File: config.mk
export PLATFORM = sky130hd
export DESIGN_NAME = stream_arbiter
export DESIGN_NICKNAME = d
export VERILOG_FILES = /design/src/rtl/stream_arbiter.sv
export SDC_FILE = /design/constraint.sdc
export NUM_CORES = 1
export LEC_CHECK = 0
export BUFFER_PORTS_ARGS = -buffer_cell sky130_fd_sc_hd__buf_2
export CAP_MARGIN = 10
export CORE_AREA = 5 5 42 44
export CTS_BUF_LIST = sky130_fd_sc_hd__clkbuf_8
export CTS_CLUSTER_DIAMETER = 150
export DETAILED_ROUTE_END_ITERATION = 8
export DIE_AREA = 0 0 47 49
export GPL_TIMING_DRIVEN = 0
export SKIP_CTS_REPAIR_TIMING = 1
export SLEW_MARGIN = 20
export SYNTH_ARGS = -nofsm -noshare
export SYNTH_HDL_FRONTEND = slang
export SYNTH_SLANG_ARGS = --single-unit
File: constraint.sdc
create_clock -name clk -period 1 [get_ports clk]
set_input_delay 0 -clock clk [delete_from_list [all_inputs] [get_ports clk]]
set_output_delay 0 -clock clk [all_outputs]
set_load 0.1 [all_outputs]
File: src/rtl/stream_arbiter.sv
// Per-slave round-robin arbiter: registers a one-hot grant over the masters' requests.
// Optional macro ARB_PACKET_LOCK_EN holds the grant until the owner's tlast beat is accepted.
module stream_arbiter #(
  parameter int S_DATA_COUNT = 2,
  parameter int IDX_WIDTH    = (S_DATA_COUNT > 1) ? $clog2(S_DATA_COUNT) : 1
) (
  input  logic                    clk,
  input  logic                    rst_n,
  input  logic [S_DATA_COUNT-1:0] req_i,
  input  logic [S_DATA_COUNT-1:0] s_valid_i,
  input  logic [S_DATA_COUNT-1:0] s_last_i,
  input  logic                    m_ready_i,
  output logic [S_DATA_COUNT-1:0] grant_o,
  output logic [IDX_WIDTH-1:0]    grant_idx_o,
  output logic                    grant_valid_o
);

  typedef enum logic {IDLE = 1'b0, BUSY = 1'b1} state_t;

  state_t                  state_q, state_d;
  logic [IDX_WIDTH-1:0]    g_q, g_d;
  logic [IDX_WIDTH-1:0]    ptr_q, ptr_d;
  logic [S_DATA_COUNT-1:0] grant_q, grant_d;

  logic                    sel_found;
  logic [IDX_WIDTH-1:0]    sel_idx;
  int                      cand;
  logic                    beat_acc;
  logic                    release_now;

  // Search starts just after the last granted master and wraps back to it.
  always_comb begin
    sel_found = 1'b0;
    sel_idx   = '0;
    cand      = 0;
    for (int i = 0; i < S_DATA_COUNT; i++) begin
      cand = int'(ptr_q) + 1 + i;
      if (cand >= S_DATA_COUNT) cand = cand - S_DATA_COUNT;
      if (!sel_found && req_i[cand]) begin
        sel_found = 1'b1;
        sel_idx   = IDX_WIDTH'(cand);
      end
    end
  end

  // grant_q is one-hot on the owner, so masking isolates the owner's valid/last.
  assign beat_acc = (state_q == BUSY) && (|(s_valid_i & grant_q)) && m_ready_i;

`ifdef ARB_PACKET_LOCK_EN
  assign release_now = beat_acc && (|(s_last_i & grant_q));
`else
  logic unused_last;
  assign unused_last = ^s_last_i;
  assign release_now = beat_acc;
`endif

  always_comb begin
    state_d = state_q;
    g_d     = g_q;
    ptr_d   = ptr_q;
    grant_d = grant_q;
    unique case (state_q)
      IDLE: begin
        if (sel_found) begin
          state_d = BUSY;
          g_d     = sel_idx;
          ptr_d   = sel_idx;
          grant_d = S_DATA_COUNT'(1) << sel_idx;
        end
      end
      BUSY: begin
        if (release_now) begin
          state_d = IDLE;
          g_d     = '0;
          grant_d = '0;
        end
      end
      default: begin
        state_d = IDLE;
        g_d     = '0;
        grant_d = '0;
      end
    endcase
  end

  always_ff @(posedge clk or negedge rst_n) begin
    if (!rst_n) begin
      state_q <= IDLE;
      g_q     <= '0;
      ptr_q   <= IDX_WIDTH'(S_DATA_COUNT - 1);
      grant_q <= '0;
    end else begin
      state_q <= state_d;
      g_q     <= g_d;
      ptr_q   <= ptr_d;
      grant_q <= grant_d;
    end
  end

  assign grant_o       = grant_q;
  assign grant_idx_o   = g_q;
  assign grant_valid_o = (state_q == BUSY);

endmodule

### Word level (Yosys, flattened, before mapping)

Index checks and enable logic that the tools add are counted.

* flip-flop bits (word level): 5
* bits of input ports: 9
* word-level logic and storage cells: 45

* add/subtract/negate cells: 4
* order comparisons: 4
* equality and inequality tests: 2
* shifts and indexed selects: 1
* mux-type cells: 21
* bitwise logic cells: 2
* reductions and logical operators: 7

Operators by type and width (count)
* < comparator 32 x 3 -> 1 bit, second input constant: 2
* 2-to-1 mux 32 bit: 2
* greater-or-equal comparator 32 x 3 -> 1 bit, second input constant: 1
* subtractor 32 x 3 -> 32 bit, second input constant: 1
* 2-to-1 mux 1 bit: 14
* 2-to-1 mux 2 bit: 2
* one-hot mux 1 bit (2 select lines): 2
* one-hot mux 2 bit (2 select lines): 1
* AND reduction 2 bit: 2
* subtractor 3 x 2 -> 4 bit, second input constant: 1
* adder 2 x 1 -> 3 bit, second input constant: 1
* greater-or-equal comparator 3 x 2 -> 1 bit, second input constant: 1
* logical AND 1 bit: 3
* adder 1 x 1 -> 2 bit, second input constant: 1
* AND 2 bit: 1
* inequality test 2 x 1 -> 1 bit, second input constant: 1
* inequality test 2 bit, second input constant: 1
* OR reduction 2 bit: 1
* left shift 1 x 1 -> 2 bit, first input constant: 1
* logical NOT 1 bit: 1
* NOT 1 bit: 1

### Depth between registers and ports, before layout

Gate-level depths: netlist (run 1).

* depth after elaboration: 13
* gate-level depth with buffers: 3
* gate-level depth less buffers: 3

### Worst setup path after synthesis (run 1)

No wires, ideal clock.

* path type: register to register
* start point: reg state_q, in the netlist grant_valid_o
* end point: reg g_q, in the netlist grant_idx_o
* setup time: 0.130 ns
* arrival time: 1.376 ns
* data required time: 0.870 ns
* setup slack: -0.506 ns
* stages on the path, launching flop included: 4
* buffers on the path: 0
* period minus slack after synthesis: 1.506 ns
* cells stage by stage: dfrtp_1 nand2_1 nor2_2 o32ai_2

* word-level cells in the longest chain between the ends: 4

RTL lines
* start, declared: line 20 `state_t state_q, state_d;`
* start signal, assigned: line 93 `state_q <= state_d;`
* logical AND 1 bit (2 in a row): line 47 `assign beat_acc = (state_q == BUSY) && (|(s_valid_i & grant_q)) && m_ready_i;`
* inequality test 2 x 1 -> 1 bit (no source line)
* AND reduction 2 bit (no source line)
* end signal, assigned: line 94 `g_q <= g_d;`
* end, declared: line 21 `logic [IDX_WIDTH-1:0] g_q, g_d;`

Several ways; a longest one is shown, not always the timed one.
A chain may end at the register's enable or synchronous reset.

### Final worst setup path (run 1)

Ends and elaborated chain as after synthesis.

==> impl_metrics.tcl, run 1 <==
set metrics [dict create \
    die_area_mm2 0.00230 \
    drive_gt1_share_pct 67.6 \
    grtUsageTotal_pct 5.44 \
    fin_crit_ps 1030 \
    rsz0062_at_grt "yes" \
    overflow 0 \
    syn_area_um2 205 \
    cts-root-buf "clkbuf_8" \
    diodes 0 \
    worstPathArrival_ps 1150 \
    grt_pass1_wl_um 793 \
    drc 0 \
    cts_tree "built" \
    clock_latency_ps 220 \
    rows 14 \
    yosysUniqueCellTypes 14 \
    yosysSeqAreaShare_pct 49.4 \
    relSlewSlack_pct 80.0 \
    critPathMaxStageDelay_ps 520 \
    power_uw 1640 \
    cts.sink_count 4 \
    period_share_pct 103 \
    drv_slew 0 \
    clockBufferDepth 2 \
    status "complete, but fails checks" \
    final_hold_viol_count 0 \
    slowest_stage "dfrtp_4" \
    placeableCoreArea_mm2 0.00140 \
    peakVddDrop_mv 1.37 \
    skew_ps 4.88 \
    final_area_um2 393 \
    finalSetupViolations 2 \
    die_w_um 47 \
    reg2reg_slack_ps -30 \
    required_ps 1120 \
    clk_pin_slew_ps 40 \
    synth.net_count 30 \
    synth.ff_latch_count 4 \
    final_nets 47 \
    io_pins 13 \
    place_area_um2 287 \
    viasPerCell 4.04 \
    cts_buffers 3 \
    netlist_top_cells_area "dfrtp_1 (37%), dfstp_2 (13%), o32ai_2 (7.9%)" \
    yosysWarnings 0 \
    max_freq_mhz 972 \
    endpoint_kind "flop" \
    synth_top_area_share_pct 36.6 \
    worstPathMaxFanout 6 \
    dp.cells 47 \
    vias 214 \
    p_leak_uw 0.000174 \
    finalSetupTns_ps -40.3 \
    power_density_mw_per_mm2 4190 \
    crit_path_start_kind "flop" \
    yosysTopAreaCell "dfrtp_1" \
    place_congestion 0.725 \
    crit_chain "nor2b_4 -> nor2_2 -> o32ai_2" \
    die_h_um 49 \
    tightest_slew_ps 301 \
    setup_slack_ps -28.6 \
    violations "negative setup slack" \
    hold_class "input port to flop" \
    antenna_found_initial 0 \
    drtPass1Iterations 4 \
    critPathTopFamily "flip-flops" \
    critPathBufInv 0 \
    critPathKind "flop to flop" \
    ant_nets 0 \
    area_growth_pct 91.5 \
    fillCellCount 151 \
    wl_um 522 \
    first_iter_violations 2 \
    cts_htree_levels 1 \
    grt_max_degree 7 \
    wl_per_cell_um 9.85 \
    start_util_pct 14.6 \
    avgSynthCellArea_um2 9.77 \
    synth_cells 21 \
    port_buffers 10 \
    grt_pass1_vias 203 \
    finalNonFillerCells 53 \
    maxCapViolations 0 \
]
final cells by class:
class                      instances  area (µm²)  area share [%]
buffer                             1        7.51            1.91
clock buffer                       3        41.3            10.5
clock inverter                     1        3.75           0.955
inverter                           1        3.75           0.955
multi-input combinational         15         110            28.0
sequential                         4         113            28.7
tap                               16        20.0            5.10
timing repair buffer              12        93.8            23.9
where the power goes:
part,total [µW],internal (µW),switching [µW]
clock network,354,262,91.3
registers,378,281,97.1
logic,913,280,632
flip-flops by register name, summed over array words and instances (netlist names):
| signal | count |
|---|---|
| grant_idx_o | 1 |
| grant_valid_o | 1 |
| ptr_q | 1 |
| grant_o | 1 |
metal layers:
layer / routed length, µm / GRT usage, % / vias to the layer above
met2: 195 / 6.33 / 14
met5: 0 / 0 / -
met1: 242 / 5.56 / 99
li1: - / - / 101
met3: 84 / 6.64 / 0
met4: 0 / 2.76 / 0
worst min-delay path: cells and delay by family:
family	cells	cell delay, ps
AND/OR/NAND/NOR	2	140
buffers and inverters	1	90
stage by stage:
step / hold slack [ps] / utilization, % / worst slack, ps
5_1_grt: 62.3 / 28.0 / -68.3
3_3_place_gp: -194 / 20.4 / -68.7
6_report: 51.6 / 28.0 / -28.6
3_5_place_dp: -190 / 20.4 / -70.8
4_1_cts: -429 / 23.7 / -163
2_1_floorplan: -296 / - / -195
cells by family after synthesis:
kind of cell | synth area share [%]
compound gates | 21.3
simple gates | 23.8
buf+inv | 5.49
flops | 49.4
worst paths after layout:
kind | start | end | cells past startpoint
max in group asynchronous | rst_n | ptr_q | 2
min in group asynchronous | rst_n | grant_o[0] | 2
hold reg to reg | ptr_q | grant_idx_o | 1
hold / removal | req_i[0] | grant_valid_o | 3
setup / recovery | grant_valid_o | grant_idx_o | 3
setup reg to reg | grant_valid_o | grant_idx_o | 3
cell usage after synthesis:
cell type  number
dfrtp_1         3
nor2_1          3
a21oi_1         2
nand2_1         2
nor2b_1         2
a22oi_2         1
buf_4           1
dfstp_2         1
inv_1           1
nand2b_1        1
nor2_2          1
nor3_1          1
o21ai_1         1
o32ai_2         1
placed cells by master (no fill, tap or decap), types with 2 or more instances in the layout:
cell / n
clkbuf_8: 3
buf_4: 2
nor2_2: 2
clkbuf_4: 2
nor2_1: 2
inv_1: 2
nor2b_4: 2
a21oi_1: 2
nand2_1: 2
buf_2: 6
dfrtp_4: 3
Note: power is estimated with default switching activity, not from simulation.
==> run 2: changes to the inputs <==
--- a/config.mk
+++ b/config.mk
@@ -5,7 +5,7 @@
 export SDC_FILE = /design/constraint.sdc
 export NUM_CORES = 1
 export LEC_CHECK = 0
-export BUFFER_PORTS_ARGS = -buffer_cell sky130_fd_sc_hd__buf_2
+export BUFFER_PORTS_ARGS = -buffer_cell sky130_fd_sc_hd__buf_4
 export CAP_MARGIN = 10
 export CORE_AREA = 5 5 42 44
 export CTS_BUF_LIST = sky130_fd_sc_hd__clkbuf_8
==> run 2 against run 1 <==
  * The flow still finishes with violations (negative setup slack)
  * Core utilization increased by 0.18 points
  * Global-route usage increased by 1.2 points
  * Routed wire length increased by 12%
  * Register-to-register slack about the same
  * Sequential share of layout area decreased by 0.18 points
  * Largest power group unchanged
==> impl_metrics.tcl, run 2 (synthesis results as in run 1) <==
set metrics [dict create \
    wl_per_cell_um 11.2 \
    holdWs_ps 30.3 \
    final_area_um2 395 \
    min_from "req_i[0]" \
    layout_common_cells "buf_4 (9), clkbuf_8 (3), dfrtp_4 (3)" \
    power_density_mw_per_mm2 4200 \
    cts_buffers 3 \
    drc 0 \
    endpoint_kind "flop" \
    antenna_found_initial 0 \
    port_buffers 10 \
    worstPathMaxFanout 6 \
    max_freq_mhz 973 \
    rows 14 \
    cts-root-buf "clkbuf_8" \
    diodes 0 \
    violations "negative setup slack" \
    grt_max_degree 7 \
    setup_slack_ps -27.7 \
    rr_worst_depth 3 \
    maxCapViolations 0 \
    crit_chain "nor2b_4 -> nor2_2 -> o32ai_2" \
    reg2reg_slack_ps -30 \
    finalSetupTns_ps -40.0 \
    die_h_um 49 \
    finalSetupViolations 2 \
    r2r_end "grant_idx_o" \
    power_uw 1660 \
    critPathBufInv 0 \
    hold_class "input port to flop" \
    grtUsageTotal_pct 6.63 \
    relSlewSlack_pct 81.5 \
    final_hold_viol_count 0 \
    worstPathArrival_ps 1150 \
    clockBufferDepth 2 \
    period_share_pct 103 \
    peakVddDrop_mv 1.34 \
    cts_tree "built" \
    layout_commonest_cell "buf_4" \
    critPathTopFamily "flip-flops" \
    place_congestion 0.731 \
    hold_path_depth 3 \
    cts.sink_count 4 \
    cts_htree_levels 1 \
    crit_path_start_kind "flop" \
    critPathKind "flop to flop" \
    rsz0062_at_grt "yes" \
    place_area_um2 312 \
    drive_gt1_share_pct 66.7 \
    p_leak_uw 0.000171 \
    start_util_pct 14.6 \
    io_pins 13 \
    first_iter_violations 3 \
    skew_ps 5.18 \
    ant_nets 0 \
    vias 213 \
    final_nets 46 \
    fin_crit_ps 1030 \
    viasPerCell 4.10 \
    overflow 0 \
    placeableCoreArea_mm2 0.00140 \
    drv_slew 0 \
    die_area_mm2 0.00230 \
    status "complete, but fails checks" \
    min_to "grant_valid_o" \
    clk_pin_slew_ps 30 \
    slowest_stage "dfrtp_4" \
    required_ps 1130 \
    clock_latency_ps 220 \
    r2r_start "grant_valid_o" \
    dp_hpwl_um 382 \
    tightest_slew_ps 280 \
    die_w_um 47 \
    grt_pass1_vias 218 \
    fillCellCount 167 \
    area_growth_pct 92.7 \
    grt_pass1_wl_um 903 \
    drtPass1Iterations 3 \
    wl_um 584 \
    critPathMaxStageDelay_ps 510 \
]
-- run 2: power by group --
part           total, µW  internal, µW  switching, µW
Sequential           380           281           98.7
Clock                357           263           94.9
Combinational        921           288            633
-- run 2: stage by stage --
step           std cells  utilization (%)  worst slack [ps]
2_1_floorplan         21                -              -195
3_3_place_gp          47             22.2             -72.4
3_5_place_dp          47             22.2             -67.6
4_1_cts               51             25.4             -74.4
5_1_grt               52             28.2             -66.0
6_report              52             28.2             -27.7
-- run 2: metal layers --
metal  vias up  wire length, µm  GRT usage [%]
li1         99                -              -
met3         5              106           6.27
met4         0               31           8.29
met5         -                0              0
met2        13              215           7.24
met1        96              229           5.97
-- run 2: worst reg2reg max path: stages, from the launching register on --
cell and delay (ps):
dfrtp_4 510, nor2b_4 150, nor2_2 40, o32ai_2 240
-- run 2: final cells by class --
cell class	instances	area [µm²]	area share [%]
buffer	1	11.3	2.85
clock buffer	3	41.3	10.4
clock inverter	1	3.75	0.949
inverter	1	3.75	0.949
multi-input combinational	15	105	26.6
sequential	4	113	28.5
tap	16	20.0	5.06
timing repair buffer	11	97.6	24.7
-- run 2: how the worst max path moves through the flow --
| stage | from | endpoint | slack, ps | depth (start not counted) |
|---|---|---|---|---|
| detailed placement | grant_valid_o | grant_idx_o | -70 | 3 |
| global route | grant_valid_o | grant_idx_o | -70 | 3 |
| finish | grant_valid_o | grant_idx_o | -30 | 3 |
| floorplan | grant_valid_o | grant_idx_o | -200 | 3 |
| global placement | grant_valid_o | grant_idx_o | -70 | 3 |
| CTS | grant_valid_o | grant_o[0] | -70 | 3 |
==> run 3: changes to the inputs <==
--- a/config.mk
+++ b/config.mk
@@ -7,11 +7,11 @@
 export LEC_CHECK = 0
 export BUFFER_PORTS_ARGS = -buffer_cell sky130_fd_sc_hd__buf_4
 export CAP_MARGIN = 10
-export CORE_AREA = 5 5 42 44
+export CORE_AREA = 2 2 39 41
 export CTS_BUF_LIST = sky130_fd_sc_hd__clkbuf_8
 export CTS_CLUSTER_DIAMETER = 150
 export DETAILED_ROUTE_END_ITERATION = 8
-export DIE_AREA = 0 0 47 49
+export DIE_AREA = 0 0 41 43
 export GPL_TIMING_DRIVEN = 0
 export SKIP_CTS_REPAIR_TIMING = 1
 export SLEW_MARGIN = 20
==> run 3 against run 2 <==
  * The flow still finishes with violations (negative setup slack)
  * Clock skew up 2.4 ps
  * Routed wire length down 19%
  * Core utilization shrank 0.095 points
  * Combinational power down 2.6%
  * Power fell by 1.9%
  * Via count decreased by 4.2%
  * Largest power group unchanged
  * Highest routed layer is now met3
==> impl_metrics.tcl, run 3 (synthesis results as in run 1) <==
set metrics [dict create \
    setup_slack_ps -40.2 \
    power_density_mw_per_mm2 4180 \
    rows 14 \
    wl_um 475 \
    dp.cells 47 \
    drc 0 \
    endpoint_kind "flop" \
    clock_latency_ps 220 \
    critPathBufInv 0 \
    diodes 0 \
    die_area_mm2 0.00176 \
    cts_htree_levels 1 \
    final_hold_viol_count 0 \
    rsz0062_at_grt "yes" \
    grtUsageTotal_pct 7.66 \
    cts.sink_count 4 \
    use_met2_pct 10.3 \
    finalNonFillerCells 52 \
    period_share_pct 104 \
    final_area_um2 389 \
    dp_hpwl_um 363 \
    fin_crit_ps 1040 \
    critPathKind "flop to flop" \
    cts_buffers 3 \
    pwr-share-comb_pct 55.2 \
    grt_max_degree 7 \
    status "complete, but fails checks" \
    grt_pass1_vias 193 \
    drtPass1Iterations 4 \
    io_pins 13 \
    overflow 0 \
    finalSetupViolations 3 \
    max_freq_mhz 961 \
    worstPathMaxFanout 6 \
    cts_tree "built" \
    p_leak_uw 0.000169 \
    met3_usage_pct 7.85 \
    critPathMaxStageDelay_ps 510 \
    power_uw 1630 \
    placeableCoreArea_mm2 0.00138 \
    violations "negative setup slack" \
    worstPathArrival_ps 1160 \
    place_area_um2 312 \
    skew_ps 7.59 \
    layout_commonest_cell "buf_4" \
    power_switching_share_pct 49.8 \
    grt_pass1_wl_um 800 \
    grt_use_met1_pct 7.17 \
    drive_gt1_share_pct 63.9 \
    busiest_layer "met2" \
    final_nets 46 \
    clockBufferDepth 2 \
    start_util_pct 14.8 \
    place_congestion 0.630 \
    maxCapViolations 0 \
    p_switching_uw 810 \
    crit_chain "nor2b_4 -> nor2_1 -> o32ai_2" \
    ant_nets 0 \
    wl_per_cell_um 9.13 \
    vias 204 \
    hold_class "input port to flop" \
    area_growth_pct 89.6 \
    slowest_stage "dfrtp_4" \
    layout_common_cells "buf_4 (10), nor2_1 (3), clkbuf_8 (3), dfrtp_4 (3)" \
    antenna_found_initial 0 \
    tightest_slew_ps 278 \
    seqPwrFrac_pct 22.7 \
    viasPerCell 3.92 \
    drv_slew 0 \
    clockPowerShare_pct 22.1 \
    first_iter_violations 5 \
    place_ws_ps -82.7 \
    critPathTopFamily "flip-flops" \
    cts-root-buf "clkbuf_8" \
    port_buffers 10 \
    peakVddDrop_mv 0.807 \
    holdWs_ps 31.7 \
    internal_power_uw 816 \
    relSlewSlack_pct 81.6 \
    required_ps 1120 \
    die_w_um 41 \
    crit_path_start_kind "flop" \
    clk_pin_slew_ps 40 \
    die_h_um 43 \
]
-- run 3: cell count changes in the layout (fill, tap and decap cells not counted) --
cell	previous run	this run
buf_4	9	10
buf_6	1	0
nor2_1	2	3
nor2_2	2	1
-- run 3: layout make-up --
type	count	area, µm²
clock buffers	3	41.3
clock inverters	1	3.75
well taps	16	20.0
plain buffers	1	7.51
inverters	1	3.75
multi-input cells	15	103
flip-flops and latches	4	113
fillers	146	995
repair buffers	11	97.6
-- run 3: tightest hold or removal path, stage by stage --
cell and delay [ps]:
buf_4 80, nor3_1 40, nor2_1 90
-- run 3: power by group through the flow --
stage / logic, µW / registers, µW / clock network [µW]
after floorplan: 318 / 714 / 0
after global placement: 831 / 366 / 0
after detailed placement: 832 / 368 / 0
after CTS: 832 / 366 / 371
after global routing: 941 / 384 / 389
final: 897 / 369 / 360
-- run 3: layer usage --
metal	vias to the layer above	wire [µm]
li1	100	-
met3	0	56
met5	-	0
met1	94	215
met2	10	202
met4	0	0
-- run 3: path summary, 6_finish.rpt --
kind,start,end,slack (ps),cells past startpoint
setup / recovery,grant_valid_o,grant_idx_o,-40,3
hold / removal,req_i[0],grant_valid_o,30,3
setup reg to reg,grant_valid_o,grant_idx_o,-40,3
hold reg to reg,ptr_q,grant_idx_o,510,1
max in group asynchronous,rst_n,ptr_q,690,2
min in group asynchronous,rst_n,grant_valid_o,110,2
-- run 3: metrics by stage --
step | setup TNS, ps | util (%)
6_report | -45.5 | 28.1
3_5_place_dp | -143 | 22.5
5_1_grt | -180 | 28.1
3_3_place_gp | -141 | 22.5
4_1_cts | -242 | 25.8
2_1_floorplan | -416 | -
